### src/rtl/echo_seq_pkg.sv
// echo_seq_pkg: shared FSM encoding, stage indices and default stage masks for echo_seq_ctrl.
package echo_seq_pkg;
   typedef enum logic [2:0] {S_IDLE, S_SELECT, S_FIRE, S_WAIT, S_DONE} state_e;
   localparam int ST_CONV   = 0;
   localparam int ST_LAG    = 1;
   localparam int ST_ADAPT  = 2;
   localparam int ST_CANCEL = 3;
   localparam logic [3:0] ADAPT_MASK_DEF  = 4'((1 << ST_CONV) | (1 << ST_LAG) | (1 << ST_ADAPT));
   localparam logic [3:0] CANCEL_MASK_DEF = 4'((1 << ST_CONV) | (1 << ST_LAG) | (1 << ST_CANCEL));
endpackage

### src/rtl/sample_timer.sv
// sample_timer: free-running sample-period counter with a tick while the count is zero.
module sample_timer #(
   parameter int SAMPLE_CYCLE = 4000,
   parameter int CNT_W = 13
) (
   input  logic             clk_operation,
   input  logic             rst,
   output logic [CNT_W-1:0] sampling_cycle_counter,
   output logic             sample_tick
);
   logic [CNT_W-1:0] cnt_q, cnt_d;
   assign cnt_d = (cnt_q == CNT_W'(SAMPLE_CYCLE - 1)) ? '0 : cnt_q + CNT_W'(1);
   always_ff @(posedge clk_operation or negedge rst)
      if (!rst) cnt_q <= '0;
      else cnt_q <= cnt_d;
   assign sampling_cycle_counter = cnt_q;
   assign sample_tick = cnt_q == '0;
endmodule

### src/rtl/echo_seq_ctrl.sv
// echo_seq_ctrl: per-sample sequencer firing enable pulses to the echo-cancellation stages.
// Optional ECHO_SEQ_STATS_EN adds last_latency/max_latency tick-to-done statistics.
module echo_seq_ctrl import echo_seq_pkg::*; #(
   parameter int SAMPLE_CYCLE = 4000,
   parameter int CNT_W = 13,
   parameter int N_STAGES = 4,
   parameter int PULSE_W = 4,
   parameter int TIMEOUT = 2048,
   parameter logic [N_STAGES-1:0] ADAPT_MASK = N_STAGES'(ADAPT_MASK_DEF),
   parameter logic [N_STAGES-1:0] CANCEL_MASK = N_STAGES'(CANCEL_MASK_DEF)
) (
   input  logic                clk_operation,
   input  logic                rst,
   input  logic                run_en,
   input  logic                mode,
   input  logic [N_STAGES-1:0] stage_ready,
   input  logic                clr_err,
   output logic [N_STAGES-1:0] stage_enable,
   output logic [CNT_W-1:0]    sampling_cycle_counter,
   output logic                sample_tick,
   output logic                out_valid,
   output logic                out_sel,
   output logic                busy,
   output logic [N_STAGES-1:0] timeout_err,
   output logic                overrun
`ifdef ECHO_SEQ_STATS_EN
   ,
   output logic [15:0]         last_latency,
   output logic [15:0]         max_latency
`endif
);
   localparam int IDX_W = (N_STAGES > 1) ? $clog2(N_STAGES) : 1;
   localparam int PW_W = (PULSE_W > 1) ? $clog2(PULSE_W) : 1;
   localparam int TO_W = $clog2(TIMEOUT + 1);

   state_e              state_q, state_d;
   logic [IDX_W-1:0]    idx_q, idx_d;
   logic [N_STAGES-1:0] mask_q, mask_d, rdy_prev_q, terr_q, terr_d, err_set;
   logic [PW_W-1:0]     pcnt_q, pcnt_d;
   logic [TO_W-1:0]     tcnt_q, tcnt_d;
   logic                mode_q, mode_d, edge_q, edge_d, ovr_q, ovr_d;
   logic                tick_go, rise, last;

   sample_timer #(.SAMPLE_CYCLE(SAMPLE_CYCLE), .CNT_W(CNT_W)) u_timer (
      .clk_operation(clk_operation),
      .rst(rst),
      .sampling_cycle_counter(sampling_cycle_counter),
      .sample_tick(sample_tick)
   );

   assign tick_go = sample_tick & run_en;
   // only a fresh 0->1 transition of the addressed stage counts as ready
   assign rise = stage_ready[idx_q] & ~rdy_prev_q[idx_q];
   assign last = idx_q == IDX_W'(N_STAGES - 1);

   always_comb begin
      state_d = state_q;
      idx_d = idx_q;
      mask_d = mask_q;
      mode_d = mode_q;
      pcnt_d = pcnt_q;
      tcnt_d = tcnt_q;
      edge_d = edge_q;
      err_set = '0;
      case (state_q)
         S_IDLE: if (tick_go) begin
            mode_d = mode;
            mask_d = mode ? ADAPT_MASK : CANCEL_MASK;
            idx_d = IDX_W'(ST_CONV);
            state_d = S_SELECT;
         end
         S_SELECT: if (mask_q[idx_q]) begin
            state_d = S_FIRE;
            pcnt_d = '0;
            tcnt_d = '0;
            edge_d = 1'b0;
         end else if (last) state_d = S_DONE;
         else idx_d = idx_q + IDX_W'(1);
         S_FIRE: begin
            tcnt_d = tcnt_q + TO_W'(1);
            pcnt_d = pcnt_q + PW_W'(1);
            edge_d = edge_q | rise;
            state_d = (pcnt_q == PW_W'(PULSE_W - 1)) ? S_WAIT : S_FIRE;
         end
         S_WAIT: begin
            tcnt_d = tcnt_q + TO_W'(1);
            if (edge_q | rise) begin
               state_d = last ? S_DONE : S_SELECT;
               idx_d = last ? idx_q : idx_q + IDX_W'(1);
            end else if (tcnt_q >= TO_W'(TIMEOUT - 1)) begin
               err_set[idx_q] = 1'b1;
               state_d = S_IDLE;
            end
         end
         default: state_d = S_IDLE;
      endcase
      terr_d = (clr_err ? '0 : terr_q) | err_set;
      ovr_d = (clr_err ? 1'b0 : ovr_q) | (tick_go & (state_q != S_IDLE));
   end

   always_ff @(posedge clk_operation or negedge rst)
      if (!rst) begin
         state_q <= S_IDLE;
         idx_q <= '0;
         mask_q <= '0;
         mode_q <= 1'b0;
         pcnt_q <= '0;
         tcnt_q <= '0;
         edge_q <= 1'b0;
         rdy_prev_q <= '0;
         terr_q <= '0;
         ovr_q <= 1'b0;
      end else begin
         state_q <= state_d;
         idx_q <= idx_d;
         mask_q <= mask_d;
         mode_q <= mode_d;
         pcnt_q <= pcnt_d;
         tcnt_q <= tcnt_d;
         edge_q <= edge_d;
         rdy_prev_q <= stage_ready;
         terr_q <= terr_d;
         ovr_q <= ovr_d;
      end

   assign busy = state_q != S_IDLE;
   assign out_valid = state_q == S_DONE;
   assign out_sel = out_valid & mode_q;
   assign stage_enable = (state_q == S_FIRE) ? N_STAGES'(1) << idx_q : '0;
   assign timeout_err = terr_q;
   assign overrun = ovr_q;

`ifdef ECHO_SEQ_STATS_EN
   logic [15:0] lat_q, lat_d, last_q, last_d, max_q, max_d, max_base;
   always_comb begin
      lat_d = (state_q == S_IDLE) ? 16'd1 : (lat_q == 16'hFFFF) ? lat_q : lat_q + 16'd1;
      last_d = (state_q == S_DONE) ? lat_q : last_q;
      max_base = clr_err ? 16'd0 : max_q;
      max_d = (state_q == S_DONE && lat_q > max_base) ? lat_q : max_base;
   end
   always_ff @(posedge clk_operation or negedge rst)
      if (!rst) begin
         lat_q <= '0;
         last_q <= '0;
         max_q <= '0;
      end else begin
         lat_q <= lat_d;
         last_q <= last_d;
         max_q <= max_d;
      end
   assign last_latency = last_q;
   assign max_latency = max_q;
`endif
endmodule

### config.mk
export PLATFORM = sky130hd
export DESIGN_NAME = echo_seq_ctrl
export DESIGN_NICKNAME = d
export VERILOG_FILES = /design/src/rtl/echo_seq_pkg.sv /design/src/rtl/sample_timer.sv /design/src/rtl/echo_seq_ctrl.sv
export SDC_FILE = /design/constraint.sdc
export NUM_CORES = 1
export LEC_CHECK = 0
export BUFFER_PORTS_ARGS = -buffer_cell sky130_fd_sc_hd__buf_4
export CORE_MARGIN = 10
export CORE_UTILIZATION = 30
export CTS_CLUSTER_DIAMETER = 50
export DETAILED_ROUTE_END_ITERATION = 8
export PLACE_DENSITY = 0.59
export SYNTH_ARGS = -nofsm -noshare
export SYNTH_HDL_FRONTEND = slang
export SYNTH_SLANG_ARGS = --single-unit
### constraint.sdc
create_clock -name clk_operation -period 1.9 [get_ports clk_operation]
set_input_delay 0.38 -clock clk_operation [delete_from_list [all_inputs] [get_ports clk_operation]]
set_output_delay 0.38 -clock clk_operation [all_outputs]
set_load 0.05 [all_outputs]
-- Yosys cells after proc, flatten, opt, wreduce, memory -nomap -nowiden
Cells that the tools add are included.
W data, S select, Z words.
- shifts and indexed selects: 1
- order comparisons: 3
- reductions and logical operators: 13
- $add $sub $neg: 4
- bitwise operators: 8
- eq/ne operators: 13
- mux-type cells: 35
- operator list (operator ; count):
    $mux W4 ; 6
    $pmux W12 S2 ; 1
    $mux W3 ; 6
    $add A13 B1 Y13 const B ; 1
    $eq A13 B12 Y1 const B ; 1
    $logic_not A13 Y1 ; 1
    $mux W13 ; 1
    $add A12 B1 Y12 const B ; 1
    $ge A12 B11 Y1 const B ; 1
    $mux W12 ; 1
    $pmux W3 S4 ; 1
    $mux W2 ; 5
    $ne A2 B2 Y1 const B ; 4
    $mux W1 ; 7
    $bmux W1 S2 ; 3
    $eq A3 B2 Y1 const B ; 2
    $ne A3 B3 Y1 const B ; 2
    $pmux W2 S3 ; 1
    $reduce_and A2 Y1 ; 3
    $reduce_bool A3 Y1 ; 2
    $add A2 B1 Y2 const B ; 2
    $and A1 B1 Y1 ; 4
    $eq A2 B2 Y1 const B ; 2
    $or A4 B4 Y4 ; 1
    16 further kinds ; 18
- word-level logic and storage cells: 88
- bits of input ports: 9
- output and inout port bits: 26
- bits in registers: 47

-- Longest topological paths before layout
Gate-level depths: netlist of run 1.
- word-level depth: 8
- mapped depth: 7
- gate-level depth less buffers: 7

-- Hierarchy
From an unflattened synthesis of run 1, not the netlist that was laid out.
- cell total of the unflattened synthesis: 227
- area, all modules: 2318.5 sq um
- by module, submodules not included (module ; area an instance (sq um) ; cells each ; times used):
    echo_seq_ctrl ; 1651.6 ; 161 ; 1
    sample_timer ; 666.9 ; 66 ; 1

-- Least setup slack after synthesis of run 1
Ideal clock, no wire load.
- kind: register to register
- from: register u_timer.cnt_q[7] (netlist: u_timer.sampling_cycle_counter[7])
- to: register idx_q[1]
- slack: -845 ps
- path buffers: 0
- data arrival time: 2666 ps
- stages on the path, launching flop included: 6
- required time: 1821 ps
- cell sequence: dfrtp_1 or4_4 nor4_4 nand2_2 a2111oi_4 mux2i_1
- cells in the longest elaborated chain, start to end: 4
- RTL lines (item ; RTL line ; RTL):
    start: declaration ; sample_timer.sv:11 ; logic [CNT_W-1:0] cnt_q, cnt_d;
    start signal: assignment ; sample_timer.sv:15 ; else cnt_q <= cnt_d;
    $logic_not A13 Y1 ; sample_timer.sv:17 ; assign sample_tick = cnt_q == '0;
    via sample_tick ; echo_seq_ctrl.sv:20 ; output logic sample_tick,
    $and A1 B1 Y1 ; echo_seq_ctrl.sv:51 ; assign tick_go = sample_tick & run_en;
    $ne A2 B2 Y1 (no line) ; - ;
    $reduce_and A4 Y1 (no line) ; - ;
    end signal: assignment ; echo_seq_ctrl.sv:115 ; idx_q <= idx_d;
    end: declaration ; echo_seq_ctrl.sv:37 ; logic [IDX_W-1:0] idx_q, idx_d;
The timed path passes the listed nets, and every way through them passes these cells.
A chain may end at the register's enable or synchronous reset.

-- Worst setup path after layout of run 1
- from: register u_timer.cnt_q[7] (netlist: u_timer.sampling_cycle_counter[7])
- to: output sample_tick
- cells in the longest elaborated chain, start to end: 1
- RTL lines (item ; RTL line):
    $logic_not A13 Y1 ; sample_timer.sv:17
    end: declaration ; echo_seq_ctrl.sv:20
No other way between the ends.

==> results of run 1 <==
[worst max-delay path, cell delays in order (launching register included)]
cell and delay, ns:
dfrtp_2 0.40, or4_4 0.54, nor4_4 0.24, buf_4 0.17
buf_8 0.14
[sequential cells by signal, summed over array words and instances (netlist names)]
name                            cells
edge_q                              1
idx_q                               2
mask_q                              3
overrun                             1
pcnt_q                              2
rdy_prev_q                          4
state_q                             3
tcnt_q                             12
timeout_err                         4
u_timer.sampling_cycle_counter     13
[power by group through the flow]
stage	Clock (uW)	Sequential [uW]	Combinational, uW
2_1_floorplan	0	981	4.75
3_3_place_gp	0	981	40.2
3_5_place_dp	0	981	40.5
4_1_cts	633	962	40.8
5_1_grt	678	963	44.6
6_report	614	962	38.8
[final cells by class]
cell class / instances / share of cell area, %
clock buffers: 8 / 3.06
inverters: 10 / 1.27
multi-input cells: 150 / 36.3
flip-flops and latches: 45 / 38.6
well taps: 99 / 4.20
repair buffers: 61 / 16.6
[timing repair]
action | in CTS | in global routing
pin swaps | 2 | 3
gates cloned | 0 | 0
gates resized for setup | 10 | 10
setup endpoints to repair | 10 | 12
setup buffers | 3 | 2
[through the flow]
step / std cells / cell area, um^2
after floorplan: 206 / 2220
after global placement: 360 / 2760
after detailed placement: 360 / 2760
after CTS: 371 / 2900
after global routing: 373 / 2950
final: 373 / 2950
[placed cells by master, fill, tap and decap left out, types with 3 or more instances in the layout]
cell type,instances
and3_1,7
o21ai_0,5
ha_1,6
a22o_1,5
dfrtp_2,10
and4_1,3
mux2i_1,5
xnor2_1,5
nand2_1,19
inv_1,8
dfrtp_1,35
xor2_1,13
buf_4,55
nand2b_1,4
nor2_1,24
and2_1,3
nand3_1,10
buf_6,4
a21oi_1,3
clkbuf_8,6
[cell families after synthesis]
logic type / after synthesis / synth area share, %
compound gates: 21 / 7.59
xor+xnor: 18 / 7.19
fa+ha+maj: 8 / 4.57
buf+inv: 11 / 1.88
flops: 45 / 51.4
mux: 7 / 3.31
simple gates: 96 / 24.1
[path summary, 6_finish.rpt]
check                                                         end  slack, ns  cells after the start
max in group asynchronous       u_timer.sampling_cycle_counter[8]       1.40                      1
worst max-delay path                                  sample_tick      -0.27                      4
min in group clk_operation                          rdy_prev_q[2]       0.19                      1
worst min register to register                          mask_q[1]       0.47                      1
worst min-delay path                                    tcnt_q[5]       0.08                      1
worst max register to register                           idx_q[1]      -0.15                      6
[routing by layer]
layer	part of all wire (%)	wire length [um]
met1	45	2230
met2	49	2430
met3	5.5	274
met4	0.76	38
met5	0	0
==> qor.yml, run 1 <==
routing:
  drc: 0
  wl_per_cell_um: 13.3
  vias_per_cell: 4.60
  via_count: 1715
  drt_iter0_markers: 57
  ant_nets: 0
  wl_um: 4970
  dr.pass1.iters: 4
job:
  maxCapViolCount: 0
clock_tree:
  clock_path_buffers: 2
  clk_latency_ns: 0.30
  clk_pin_slew_ns: 0.08
  htreeDepth: 2
  root_buffer: "clkbuf_8"
  cts_tree: "yes"
  cts_hold_buffers: 0
  cts_sinks: 45
  numCtsBuffers: 5
synthesis:
  yosys.cell_count.top_type: "dfrtp_1"
  syn-num-nets: 223
  synth_top_cell_by_area: "dfrtp_1"
  synth_common_cells: "dfrtp_1, nor2_1, nand2_1"
  ys_seq_area_share_pct: 51.4
  avgSynthCellArea_um2: 10.6
  ys_async_sr_fraction_pct: 100
  syn-cell-area_um2: 2190
  ys_warn_count: 0
  synth_area_leaders: "dfrtp_1, xor2_1, ha_1, nor2_1, nand2_1"
  synth_cells: 206
  yosysTopAreaCellShare_pct: 51.4
  synthFlopType: "dfrtp_1"
  ys_ff_latch: 45
  synth_cell_types: 42
  synth-edff-count: 0
power_and_ir_drop:
  ir_drop_mv: 0.267
  seq_power_share_pct: 59.6
  power_per_cell_area_nw_per_um2: 548
  intPower_uw: 1270
  p_sw_uw: 344
  power_frac_clock_pct: 38.0
  leakagePower_uw: 0.00147
  switching_share_pct: 21.3
  totalPowerFinal_uw: 1610
  combPwrFrac_pct: 2.4
status:
  violations: "setup timing"
  status: "finished with violations"
global_routing:
  grt_usage_pct: 9.22
  grt_use_met1_pct: 11.2
  grtUsageMet2_pct: 14.7
  grt_max_degree: 46
  grt_busiest_layer: "met2"
  grt_pass1_vias: 1761
  grt_pass1_wl_um: 8510
  grt.met3_usage_pct: 4.02
  grt_overflow: 0
  antenna_found_initial: 0
critical_path:
  required_ns: 1.52
  path_max_fanout: 2
  startpoint: "u_timer.sampling_cycle_counter[7]"
  cp.arrival_ns: 1.79
  crit_type: "flip-flop to output port"
  critPathLaunchType: "flip-flop"
  end_kind: "output port"
  r2r_start: "u_timer.sampling_cycle_counter[7]"
place:
  port_buffers: 34
  preCtsSetupSlack_ns: -0.135
  gp_congestion: 0.783
  hpwl_um: 3640
layout:
  drive_above_1_share_pct: 35.4
  diodes: 0
  final_nets: 290
  seqCellArea_um2: 1140
  fill_cells: 701
  multi_input_area_um2: 1070
  syn2layout_area_growth_pct: 34.4
  final_core_util_pct: 41.1
timing:
  tightestPinTransition_ns: 0.575
  fin_worst_skew_ns: 0.00931
  fin_tns_setup_ns: -0.527
  hold_viol: 0
  min_period_ns: 2.17
  setup_viol: 3
  maxSlewViolCount: 0
  min_period_over_period_pct: 114
  whs_ns: 0.0761
  postLayoutSetupSlackWorst_ns: -0.272
  rsz0062_at_grt: "yes"
  fmax_mhz: 460
  maxSlewHeadroom_pct: 61.6
floorplanning:
  coreArea_um2: 7180
  fp.dieW_um: 105
  die_h_um: 105
  core.rowCount: 31
  dieArea_um2: 11100
  start_util_pct: 30.5
  io_pins: 35
min_path:
  min_path_type: "input port to async pin"
Power figures use the tool's default switching activity.
==> inputs of run 2 (changes only) <==
- CORE_ASPECT_RATIO: not set -> 1.1
==> run 2 against run 1 <==
The flow still finishes with violations (setup timing). Sequential power barely moved. Critical path depth did not move. Clock power fell by 7.0%. Worst hold slack improved by 0.013 ns. Power is 2.5% lower. Core utilization up 1.9 points. Die area is essentially flat. Global-route usage fell by 0.074 points. Via count rose by 1.2%. Worst setup slack improved by 0.023 ns. Critical endpoint unchanged.
==> qor.yml, run 2 (synthesized netlist as in run 1, its figures left out) <==
critical_path:
  end_kind: "output port"  # unchanged
  critPathLaunchType: "flip-flop"  # unchanged
  crit_type: "flip-flop to output port"  # unchanged
  cp.arrival_ns: 1.77  # was 1.79 ns
  rr_endpoint: "idx_q[1]"  # unchanged
  r2r_slack_ns: -0.13  # was -0.15 ns
  path_max_fanout: 2  # unchanged
  ff2ff_path_depth: 6  # unchanged
  r2r_start: "u_timer.sampling_cycle_counter[9]"  # was u_timer.sampling_cycle_counter[7]
  required_ns: 1.52  # about the same
power_and_ir_drop:
  power_per_cell_area_nw_per_um2: 519  # was 548 nW/um^2
  leakagePower_uw: 0.00148  # was 0.00147 uW
  p_sw_uw: 337  # was 344 uW
  intPower_uw: 1240  # was 1270 uW
  seq_power_share_pct: 61.2  # was 59.6%
  ir_drop_mv: 0.269  # was 0.267 mV
  switching_share_pct: 21.4  # was 21.3%
  totalPowerFinal_uw: 1570  # was 1610 uW
  combPwrFrac_pct: 2.6  # was 2.4%
  power_frac_clock_pct: 36.3  # was 38.0%
layout:
  drive_above_1_share_pct: 38.0  # was 35.4%
  fill_cells: 694  # was 701
  mostFrequentLayoutCell: "buf_4"  # unchanged
  final_core_util_pct: 43.0  # was 41.1%
  largest_reg_flops: 13  # unchanged
  final_nets: 290  # unchanged
  diodes: 0  # unchanged
  syn2layout_area_growth_pct: 38.2  # was 34.4%
  final_cells: 359  # was 373
  mostFrequentLayoutCells: "buf_4, dfrtp_1, nor2_1"  # unchanged
clock_tree:
  numCtsBuffers: 5  # unchanged
  clk_pin_slew_ns: 0.09  # was 0.08 ns
  root_buffer: "clkbuf_8"  # unchanged
  clock_path_buffers: 2  # unchanged
  cts_hold_buffers: 0  # unchanged
  cts_tree: "yes"  # unchanged
  cts_sinks: 45  # unchanged
  htreeDepth: 2  # unchanged
  clk_latency_ns: 0.29  # was 0.30 ns
timing:
  fmax_mhz: 465  # was 460 MHz
  min_period_over_period_pct: 113  # was 114%
  fin_tns_setup_ns: -0.473  # was -0.527 ns
  hold_viol: 0  # unchanged
  min_period_ns: 2.15  # was 2.17 ns
  maxSlewViolCount: 0  # unchanged
  maxSlewHeadroom_pct: 60.1  # was 61.6%
  rsz0062_at_grt: "yes"  # unchanged
  setup_viol: 4  # was 3
  fin_worst_skew_ns: 0.00927  # was 0.00931 ns
  postLayoutSetupSlackWorst_ns: -0.248  # was -0.272 ns
  tightestPinTransition_ns: 0.599  # was 0.575 ns
routing:
  ant_nets: 0  # unchanged
  wl_per_cell_um: 14.0  # was 13.3 um
  vias_per_cell: 4.83  # was 4.60
  wl_um: 5030  # was 4970 um
  via_count: 1735  # was 1715
  drt_iter0_markers: 72  # was 57
  dr.pass1.iters: 4  # unchanged
  drc: 0  # unchanged
place:
  gp_congestion: 0.812  # was 0.783
  hpwl_um: 3640  # about the same
  port_buffers: 34  # unchanged
  dp.cells: 347  # was 360
  preCtsSetupSlack_ns: -0.130  # was -0.135 ns
job:
  maxCapViolCount: 0  # unchanged
floorplanning:
  coreArea_um2: 7050  # was 7180 um^2
  fp.dieW_um: 102  # was 105 um
  die_h_um: 110  # was 105 um
  core.rowCount: 32  # was 31
  io_pins: 35  # unchanged
  start_util_pct: 31.1  # was 30.5%
  dieArea_um2: 11100  # about the same
global_routing:
  antenna_found_initial: 0  # unchanged
  grt_max_degree: 46  # unchanged
  grt_pass1_wl_um: 8370  # was 8510 um
  grt_overflow: 0  # unchanged
  grt_pass1_vias: 1722  # was 1761
  grt_usage_pct: 9.15  # was 9.22%
status:
  status: "finished with violations"  # unchanged
  violations: "setup timing"  # unchanged
min_path:
  min_path_type: "input port to async pin"  # unchanged
[run 2: cell counts in the layout (fill, tap and decap cells not counted)]
Identical to the previous run, type by type.
[run 2: final cells by class]
class / count / area (um^2) / share of cell area [%]
clock buffers: 8 / 80.1 / 2.64
inverters: 10 / 40.0 / 1.32
multi-input cells: 150 / 1150 / 38.1
flip-flops and latches: 45 / 1140 / 37.6
well taps: 85 / 106 / 3.51
repair buffers: 61 / 510 / 16.8
[run 2: worst max-delay path, cell delays in order (launching register included)]
cell and delay, ns:
dfrtp_2 0.40, or4_4 0.54, nor4_4 0.23, buf_4 0.17
buf_8 0.14
[run 2: repair_timing]
| action | CTS | global route |
|---|---|---|
| resized for setup | 14 | 28 |
| endpoints found under the setup margin | 9 | 12 |
| buffers inserted | 1 | 3 |
| pin swaps | 1 | 2 |
[run 2: power groups by stage]
stage               combinational [uW]  sequential [uW]  clock (uW)
global placement                  39.9              981           0
CTS                               40.7              962         591
detailed placement                40.1              981           0
global route                      45.6              963         641
floorplan                         4.75              981           0
finish                            40.3              963         571
[run 2: how the worst max path moves through the flow]
stage / startpoint / to / slack [ns] / depth (start not counted)
finish: u_timer.sampling_cycle_counter[9] / sample_tick / -0.25 / 4
global route: u_timer.sampling_cycle_counter[9] / sample_tick / -0.33 / 4
detailed placement: u_timer.sampling_cycle_counter[9] / idx_q[1] / -0.13 / 5
CTS: u_timer.sampling_cycle_counter[9] / sample_tick / -0.27 / 4
floorplan: u_timer.sampling_cycle_counter[9] / idx_q[1] / -0.74 / 5
global placement: u_timer.sampling_cycle_counter[9] / idx_q[1] / -0.07 / 5
[run 2: stage by stage]
step	hold WS [ns]	area, um^2
floorplan	0.0844	2220
global placement	0.423	2750
detailed placement	0.427	2750
CTS	0.108	2880
global route	0.118	3030
finish	0.0893	3030
[run 2: metal layers]
layer / GRT usage [%] / routed length [um] / up-vias
met1: 12.4 / 2400 / 838
met4: 2.89 / 68 / 0
met2: 12.7 / 2250 / 38
li1: - / - / 851
met3: 4.02 / 319 / 8
met5: 0 / 0 / -
==> inputs of run 3 (changes only) <==
- PLACE_DENSITY: 0.59 -> 0.58
- clock period: 1.9 -> 2.5 ns (I/O delays scaled with it)
==> run 3 against run 2 <==
The run now ends clean. Design area fell by 12%. Register-to-register slack improved by 0.48 ns. Clock skew fell by 0.0033 ns. Critical path depth fell by 1. Core utilization fell by 5.0 points. Die area did not move. Clock-buffer cell count fell by 1. Critical endpoint unchanged. Largest cell class is now registers. Largest power group unchanged.
==> qor.yml, run 3 (synthesized netlist as in run 1, its figures left out) <==
layout:
  diodes: 0  # unchanged
  mostFrequentLayoutCell: "dfrtp_1"  # was buf_4
  final_nets: 266  # was 290
  final_cell_area_um2: 2680  # was 3030 um^2
  largest_reg_flops: 13  # unchanged
  drive_above_1_share_pct: 23.6  # was 38.0%
  mostFrequentLayoutCells: "dfrtp_1, buf_4, nor2_1"  # was buf_4, dfrtp_1, nor2_1
  final_core_util_pct: 38.0  # was 43.0%
  syn2layout_area_growth_pct: 22.1  # was 38.2%
  fill_cells: 724  # was 694
critical_path:
  worst-path-buf-inv: 1  # was 2
  worstPathCellList: "or4_4 -> nor4_4 -> buf_4"  # was or4_4 -> nor4_4 -> buf_4 -> buf_8
  ff2ff_path_depth: 5  # was 6
  crit_type: "flip-flop to output port"  # unchanged
  crit_family: "simple AND/OR/NAND/NOR gates"  # unchanged
  cp.arrival_ns: 1.92  # was 1.77 ns
  path_max_fanout: 5  # was 2
  critPathMaxStageDelay_ns: 0.55  # was 0.54 ns
  end_kind: "output port"  # unchanged
  rr_endpoint: "idx_q[1]"  # unchanged
  r2r_slack_ns: 0.35  # was -0.13 ns
  critPathSlowestCell: "or4_4"  # unchanged
  required_ns: 2.00  # was 1.52 ns
  path_depth: 3  # was 4
  r2r_start: "u_timer.sampling_cycle_counter[9]"  # unchanged
  critPathLaunchType: "flip-flop"  # unchanged
clock_tree:
  htreeDepth: 2  # unchanged
  clock_path_buffers: 2  # unchanged
  cts_setup_buffers: 0  # was 1
  root_buffer: "clkbuf_8"  # unchanged
  cts_hold_buffers: 0  # unchanged
  clk_pin_slew_ns: 0.08  # was 0.09 ns
  ctsResizeCount: 0  # was 14
  cts_sinks: 45  # unchanged
  clk_latency_ns: 0.30  # was 0.29 ns
  numCtsBuffers: 5  # unchanged
  cts_tree: "yes"  # unchanged
timing:
  hold_viol: 0  # unchanged
  setup_viol: 0  # was 4
  maxSlewViolCount: 0  # unchanged
  min_period_ns: 2.42
  fmax_mhz: 413
  min_period_over_period_pct: 96.8
  rsz0062_at_grt: "no"  # was yes
  maxSlewHeadroom_pct: 62.1  # was 60.1%
  tightestPinTransition_ns: 0.568  # was 0.599 ns
  fin_worst_skew_ns: 0.00595  # was 0.00927 ns
min_path:
  min_path_type: "input port to async pin"  # unchanged
global_routing:
  grt_usage_pct: 8.82  # was 9.15%
  grt_overflow: 0  # unchanged
  grt_pass1_vias: 1640  # was 1722
  grt_pass1_wl_um: 7990  # was 8370 um
  grt_max_degree: 46  # unchanged
  antenna_found_initial: 0  # unchanged
floorplanning:
  die_h_um: 110  # unchanged
  dieArea_um2: 11100  # unchanged
  core.rowCount: 32  # unchanged
  coreArea_um2: 7050  # unchanged
  start_util_pct: 31.1  # unchanged
  io_pins: 35  # unchanged
  fp.dieW_um: 102  # unchanged
routing:
  wl_um: 4630  # was 5030 um
  via_count: 1595  # was 1735
  wl_per_cell_um: 13.8  # was 14.0 um
  drt_iter0_markers: 64  # was 72
  vias_per_cell: 4.76  # was 4.83
  dr.pass1.iters: 5  # was 4
  drc: 0  # unchanged
  ant_nets: 0  # unchanged
power_and_ir_drop:
  power_per_cell_area_nw_per_um2: 469  # was 519 nW/um^2
  leakagePower_uw: 0.00133  # was 0.00148 uW
  ir_drop_mv: 0.194  # was 0.269 mV
place:
  hpwl_um: 3420  # was 3640 um
  dpl-instance-area_um2: 2580  # was 2750 um^2
  gp_congestion: 0.786  # was 0.812
  port_buffers: 34  # unchanged
status:
  status: "finished, final reports clean"  # was finished with violations
job:
  maxCapViolCount: 0  # unchanged
[run 3: worst max-delay path by stage]
stage                                       from           to  slack (ns)
2_1_floorplan  u_timer.sampling_cycle_counter[9]     idx_q[1]       -0.14
3_3_place_gp   u_timer.sampling_cycle_counter[9]     idx_q[1]        0.41
3_5_place_dp   u_timer.sampling_cycle_counter[9]     idx_q[1]        0.38
4_1_cts        u_timer.sampling_cycle_counter[9]  sample_tick        0.06
5_1_grt        u_timer.sampling_cycle_counter[9]  sample_tick        0.02
6_report       u_timer.sampling_cycle_counter[9]  sample_tick        0.08
[run 3: worst reg2reg max path, stage by stage, from the launching register on]
cell and delay (ns):
dfrtp_2 0.44, or4_4 0.55, nor4_4 0.35, nand2_2 0.15, a2111oi_4 0.36, mux2i_1 0.22
[run 3: area by class of cell]
cell class	count	area, um^2	share of cell area (%)
clock buffers	7	96.3	3.60
clock inverters	1	5.00	0.187
inverters	10	37.5	1.40
multi-input cells	150	1020	38.3
flip-flops and latches	45	1130	42.2
well taps	85	106	3.97
repair buffers	37	278	10.4
[run 3: per-stage QoR]
stage                     total power (uW)  setup TNS (ns)  hold slack (ns)  instances  setup WS [ns]
after detailed placement               776               0            0.456        327          0.376
after floorplan                        749          -0.251            0.204        206         -0.138
after global placement                 776               0            0.457        327          0.412
after CTS                             1280               0            0.210        335         0.0619
final                                 1260               0            0.186        335         0.0806
after global routing                  1320               0            0.231        335         0.0173
[run 3: power breakdown]
part | leakage [uW] | switching, uW | total, uW | internal, uW
sequential | 0.000590 | 1.04 | 731 | 730
clock | 0.0000542 | 247 | 497 | 250
combinational | 0.000690 | 18.1 | 28.1 | 9.95
[run 3: routing by layer]
layer	vias to the layer above	global-route usage, %	routed length (um)	part of all wire (%)
li1	794	-	-	-
met1	760	11.1	2260	49
met2	34	13.3	2020	44
met3	7	3.01	275	5.9
met4	0	4.08	79	1.7
met5	-	0	0	0
